$ cat config.mk
export PLATFORM = sky130hd
export DESIGN_NAME = channel_demux
export DESIGN_NICKNAME = d
export VERILOG_FILES = /design/src/rtl/channel_demux.sv
export SDC_FILE = /design/constraint.sdc
export NUM_CORES = 1
export LEC_CHECK = 0
export BUFFER_PORTS_ARGS = -buffer_cell sky130_fd_sc_hd__buf_2
export CAP_MARGIN = 5
export CORE_ASPECT_RATIO = 2
export CORE_MARGIN = 5
export CORE_UTILIZATION = 55
export CTS_CLUSTER_SIZE = 40
export DETAILED_ROUTE_END_ITERATION = 16
export PLACE_DENSITY = 0.82
export SLEW_MARGIN = 10
export SYNTH_ARGS = -nofsm -noshare
export SYNTH_HDL_FRONTEND = slang
export SYNTH_SLANG_ARGS = --single-unit
$ cat constraint.sdc
create_clock -name s_axis_aclk -period 4.85 [get_ports s_axis_aclk]
set_input_delay 0.97 -clock s_axis_aclk [delete_from_list [all_inputs] [get_ports s_axis_aclk]]
set_output_delay 0.97 -clock s_axis_aclk [all_outputs]
set_load 0.05 [all_outputs]
$ cat src/rtl/channel_demux.sv
// Splits a channel-interleaved AXI-Stream into NUM_CH independent FWFT streams,
// one small FIFO per channel, and flags any break in the round-robin channel order.
module channel_demux #(
   parameter int NUM_CH     = 4,
   parameter int CH_W       = 2,
   parameter int DATA_W     = 32,
   parameter int FIFO_DEPTH = 4
) (
   input  logic                     s_axis_aclk,
   input  logic                     s_axis_arst,
   input  logic [DATA_W-1:0]        s_axis_tdata,
   input  logic                     s_axis_tvalid,
   output logic                     s_axis_tready,
   input  logic [CH_W-1:0]          s_axis_tuser,
   output logic [NUM_CH*DATA_W-1:0] m_axis_tdata,
   output logic [NUM_CH-1:0]        m_axis_tvalid,
   input  logic [NUM_CH-1:0]        m_axis_tready,
   output logic                     seq_err,
   output logic [15:0]              seq_err_cnt,
   input  logic                     seq_clr
);

   localparam int AW = $clog2(FIFO_DEPTH);

   logic signed [DATA_W-1:0] mem [NUM_CH][FIFO_DEPTH];
   logic [AW:0]              wr_ptr [NUM_CH];
   logic [AW:0]              rd_ptr [NUM_CH];
   logic [NUM_CH-1:0]        full;
   logic [NUM_CH-1:0]        empty;
   logic [NUM_CH-1:0]        push;
   logic [NUM_CH-1:0]        pop;
   logic                     accept;
   logic                     viol;
   logic [CH_W-1:0]          expected_ch;

   function automatic logic [15:0] sat_inc(input logic [15:0] v);
      return (v == 16'hFFFF) ? v : v + 16'd1;
   endfunction

   // A full channel stalls the whole input, even if that channel pops this cycle.
   assign s_axis_tready = ~full[s_axis_tuser];
   assign accept        = s_axis_tvalid & s_axis_tready;
   assign viol          = accept & (s_axis_tuser != expected_ch);
   assign m_axis_tvalid = ~empty;

   always_comb begin
      full         = '0;
      empty        = '0;
      push         = '0;
      pop          = '0;
      m_axis_tdata = '0;
      for (int c = 0; c < NUM_CH; c++) begin
         empty[c] = (wr_ptr[c] == rd_ptr[c]);
         full[c]  = (wr_ptr[c][AW] != rd_ptr[c][AW]) &&
                    (wr_ptr[c][AW-1:0] == rd_ptr[c][AW-1:0]);
         push[c]  = accept && (s_axis_tuser == CH_W'(c));
         pop[c]   = !empty[c] && m_axis_tready[c];
         m_axis_tdata[c*DATA_W +: DATA_W] = mem[c][rd_ptr[c][AW-1:0]];
      end
   end

   always_ff @(posedge s_axis_aclk or posedge s_axis_arst) begin
      if (s_axis_arst) begin
         for (int c = 0; c < NUM_CH; c++) begin
            wr_ptr[c] <= '0;
            rd_ptr[c] <= '0;
         end
      end else begin
         for (int c = 0; c < NUM_CH; c++) begin
            if (push[c]) wr_ptr[c] <= wr_ptr[c] + (AW+1)'(1);
            if (pop[c])  rd_ptr[c] <= rd_ptr[c] + (AW+1)'(1);
         end
      end
   end

   // Sample storage carries no reset; stale entries are masked by empty.
   always_ff @(posedge s_axis_aclk) begin
      if (accept)
         mem[s_axis_tuser][wr_ptr[s_axis_tuser][AW-1:0]] <= $signed(s_axis_tdata);
   end

   // Clear and a same-cycle violation combine to a fresh count of one.
   always_ff @(posedge s_axis_aclk or posedge s_axis_arst) begin
      if (s_axis_arst) begin
         expected_ch <= '0;
         seq_err     <= 1'b0;
         seq_err_cnt <= '0;
      end else begin
         if (accept)
            expected_ch <= s_axis_tuser + CH_W'(1);
         if (seq_clr) begin
            seq_err     <= viol;
            seq_err_cnt <= viol ? 16'd1 : 16'd0;
         end else if (viol) begin
            seq_err     <= 1'b1;
            seq_err_cnt <= sat_inc(seq_err_cnt);
         end
      end
   end

endmodule

# == Word-level counts from Yosys, hierarchy flattened ==
# Memory sizes are Yosys's and may differ from the RTL's.
# Index checks and enable logic that the tools add are counted.
# classes
addsub,10
magnitude_cmp,8
eq_ne,18
mux,27
bitwise,10
n_reduce_logical,20
# op_table
operator,n
two-way mux 32 bit,9
binary-select mux 32 bit (select 2 bit),4
two-way mux 128 bit,1
demux 32 bit (select 2 bit),1
two-way mux 16 bit,3
"adder 3 x 1 -> 3 bit, second input constant",8
"greater-or-equal comparator 3 bit, second input constant",6
inverter 2 -> 3 bit,6
"adder 16 x 1 -> 16 bit, second input constant",1
"== test 16 bit, second input constant",1
logical AND 1 bit,13
== test 3 bit,4
== test 2 bit,4
binary-select mux 3 bit (select 2 bit),1
two-way mux 1 bit,5
"== test 2 bit, second input constant",2
logical NOT 1 bit,4
two-way mux 2 bit,2
!= test 1 bit,4
inverter 4 bit,1
"less-than comparator 2 x 3 -> 1 bit, second input constant",1
"less-than comparator 3 x 1 -> 1 bit, second input constant",1
"adder 2 x 1 -> 2 bit, second input constant",1
AND 1 bit,2
other kinds (8),8
# totals
ff_bits,43
mem_bits_rw,512
output_inout_bits,150
memories,1
# memory_table
name,words,word_bits,read_ports,rd_clocked_by_memory_dff,write_ports,line,source
mem,4,128,4,0,1,25,logic signed [DATA_W-1:0] mem [NUM_CH][FIFO_DEPTH];

# == Longest topological paths before layout ==
# logic_depth
depth_word,10
ltp_mapped,8
mapped_depth_nobuf,6

# == Worst setup path after synthesis ==
# OpenSTA, ideal clock, no wires.
# synth_path
kind,input port to flip-flop
startpoint,input s_axis_tuser[0]
endpoint,"memory mem[2][100] (netlist name), enable pin"
setup_time_ns,0.461
t_arrival_ns,4.626
path_slack_ns,-0.237
cell_stages,6
n_path_buf,2
cell_sequence,clkbuf_1 -> mux4_2 -> inv_1 -> buf_4 -> nand3_1 -> nor3_1
# synth_between
elab_cells_between_ends,16
classes_between,order compare: 2; mux: 9; bitwise: 4; reduce/logical: 1
# synth_rtl
item,line,source
from (decl),14,"input logic [CH_W-1:0] s_axis_tuser,"
binary-select mux 1 bit (select 2 bit),41,assign s_axis_tready = ~full[s_axis_tuser];
two-way mux 1 bit (not written as such),41,
inverter 1 bit,41,
via s_axis_tready,13,"output logic s_axis_tready,"
AND 1 bit,42,assign accept = s_axis_tvalid & s_axis_tready;
two-way mux 1 bit,78,if (accept)
two-way mux 128 bit (not written as such),79,mem[s_axis_tuser][wr_ptr[s_axis_tuser][AW-1:0]] <= $signed(s_axis_tdata);
to (decl),25,
# The timed path passes the listed nets, and every way through them passes these cells. The select of a mux whose other input is x is not followed.

# == Worst setup path after layout ==
# layout_path
startpoint,register wr_ptr[2] (netlist name)
endpoint,output s_axis_tready
# layout_between
elab_chain_cells,5
# layout_rtl
item,line,source
from (decl),26,logic [AW:0] wr_ptr [NUM_CH];
"from (signal, indexed assignment)",70,if (push[c]) wr_ptr[c] <= wr_ptr[c] + (AW+1)'(1);
!= test 1 bit,54,full[c] = (wr_ptr[c][AW] != rd_ptr[c][AW]) &&
logical AND 1 bit,54,
binary-select mux 1 bit (select 2 bit),41,
two-way mux 1 bit (not written as such),41,
inverter 1 bit,41,
to (decl),13,
# No other way between the ends. The select of a mux whose other input is x is not followed.

==> metrics <==
drt drc=0; # hold bufs at CTS=0; CTS sink cnt=555; Total GRT Usage=24.0%; grt total ovfl=0; delay of the slowest critical-path stage=0.68 ns; worst r2r src=wr_ptr[2]; root buffer cell=clkbuf_16; Mapped Area=0.0210 mm²; vias=10,500; number of DRC markers in iteration 0=1,067; Syn Area/Cell=22.8 µm²; Async SR Flop Fraction=7.75%; min Tclk post-route=3.67 ns; Layout Utilization=64.0%; dominant cell type by area after synthesis=edfxtp_1; P_leak=8.22 nW; Top Family by Delay on Critical Path=buffers and inverters; Yosys Warn Count=0; register area share after synthesis=78.3%; Filler cells=2,421; Finish-stage setup viols=0; CTS-repair resized insts=0; Post-Syn Instances=922; HP Class=reg -> reg; cts bufs inserted=45; main area contributors after synthesis=edfxtp_1, mux4_2, dfrtp_1, mux2_2, xnor2_1; nets=1,202; register bit total from synthesis=555; CP Max Fanout=22; Arr. time, crit path=2.70 ns; worst vdd ir=0.000534 V; Netlist cell types=34; Placer Congestion=0.812; height of the chip=286 µm; Tcrit/Tclk final=75.7%; setup TNS=0 ns; DP HPWL=32.1 mm; Buf/Inv on CP=2; Synth Net Count=977; outcome=finished, final reports clean; Slew Limit Fails=0; slowest CP cell=mux4_2; overall power consumption=15.9 mW; synthesis-to-layout area growth=15.5%; Fmax=0.272 GHz; Slew @ Worst Pin=0.746 ns; critical path class=reg -> out; Synth top area share=73.2%; Primary FF master, synth=edfxtp_1; Final Hold Vio Count=0; Critical Path Source=wr_ptr[2]; EDFF count, synth=512; worst skew pair latency=0.56 ns; Clock Tree Buf Depth=3; RSZ-0062 raised after global routing=no; multi-input gate area in the final layout=0.00442 mm²; WL/cell=30.6 µm; drt first pass iters=5; Die ar.=0.0424 mm²; die width=148 µm; vias in the first global route=10,900; num rows=101; setup repair bufs after CTS=0; WP data required=3.88 ns; initial antenna violation count=0; DRT antenna net count=0; Initial Util=55.4%; # IOs=192; crit end category=output port; Inst Count DP=1,563; Cell Chain, Critical Path=xnor2_1, nor3_1, mux4_2, inv_1, buf_2; TritonCTS clock tree=built; Fin Clk Skew=0.0172 ns; largest net degree at the start of global routing=44; H-tree depth=2; max_cap viols=0; Pwr Density=656 mW/mm²; CP startpoint kind=register; first-pass GRT wire length=74.0 mm; Vias/cell=6.35; clock slew at reported path FFs=0.07 ns; Core Area=0.0379 mm²; Hold Startpoint=rd_ptr[5]; sequential standard cell area=0.0165 mm²; Slew headroom=50.3%; fraction of layout cells with a size suffix above 1=39.2%; Port Buf Inserts=191; worst hold margin=0.492 ns; Finished Layout Cells=1,649; wirelength, routed=50.5 mm
==> where the power goes <==
part	internal [mW]	leakage, nW	switching, mW
registers	5.68	5.15	0.193
clock network	2.18	0.749	1.66
logic	1.79	2.32	4.42
total	9.65	8.22	6.27
==> final timing paths <==
kind,depth (start not counted),slack [ns],to
setup / recovery,5,1.18,s_axis_tready
hold / removal,1,0.49,rd_ptr[5]
setup reg to reg,7,1.26,mem[3][20]
hold reg to reg,1,0.49,rd_ptr[5]
max in group asynchronous,3,3.90,rd_ptr[0]
min in group asynchronous,3,0.54,seq_err_cnt[8]
==> area by class of cell <==
cell class,instances,share of cell area [%]
repair buffers,221,4.97
clock buffers,52,4.84
clock inverters,32,1.59
inverters,6,0.0928
well taps,463,2.39
diodes,2,0.0206
multi-input cells,318,18.2
flip-flops and latches,555,67.9
==> registers in the layout (all words and copies together) (netlist names) <==
register / flops
mem: 512
seq_err_cnt: 16
rd_ptr: 12
wr_ptr: 12
expected_ch: 2
seq_err: 1
==> Yosys cell counts, types with 2 or more instances <==
library cell  count
nand4_1           8
a21oi_1           6
buf_4             9
xor2_1            7
buf_1            12
and3_1            9
dfrtp_1          43
or4_1             5
o31ai_1           5
nor2_1           14
edfxtp_1        512
xnor2_1          22
nand3_1          17
and2_1            3
nor4b_1           6
clkbuf_1         19
nand2_1          14
buf_2             2
inv_1             6
ha_1             13
and4_1            2
nor2b_1          18
mux2_2           19
mux4_2          131
o21ai_0           2
nor3_1           10
==> layer usage <==
layer / part of all wire (%) / global-route usage (%)
met1: 34 / 29.6
met2: 55 / 43.5
met3: 7.3 / 3.71
met4: 3.5 / 8.05
met5: 0 / 0
==> cells by family (layout without fill, tap and decap cells) <==
family | Yosys count | count (layout) | synth area share (%)
buf+inv | 49 | 311 | 1.08
fa+ha+maj | 13 | 13 | 0.775
flops | 555 | 555 | 78.3
mux | 150 | 150 | 15.1
other cells | 0 | 2 | 0
simple gates | 110 | 110 | 2.99
xor+xnor | 30 | 30 | 1.29
compound gates | 15 | 15 | 0.459
==> through the flow <==
step / instance area [µm²] / setup WS (ns)
2_1_floorplan: 21000 / 0.586
4_1_cts: 24300 / 1.18
6_report: 24300 / 1.18
3_3_place_gp: 22700 / 0.902
5_1_grt: 24300 / 1.09
3_5_place_dp: 22700 / 0.823
==> layout by cell type, fill, tap and decap left out, types with 3 or more instances in the layout <==
cell,count
clkbuf_16,46
buf_4,28
dfrtp_1,35
and3_1,4
bufinv_16,8
clkinv_2,6
nor3_1,6
xor2_1,7
or4_1,5
buf_2,191
clkbuf_1,6
xnor2_1,22
mux2_2,19
inv_1,6
ha_1,13
mux4_2,131
clkinvlp_4,4
and3_2,5
a21oi_1,6
nor2_1,14
o31ai_1,5
nor2b_1,11
nand4_1,8
nor4b_1,6
clkinv_1,11
nand3_1,17
edfxtp_1,512
nor3_4,4
and2_1,3
dfrtp_2,8
nor2b_4,7
nand2_1,14
No activity file was read; power rests on OpenSTA's default activity.
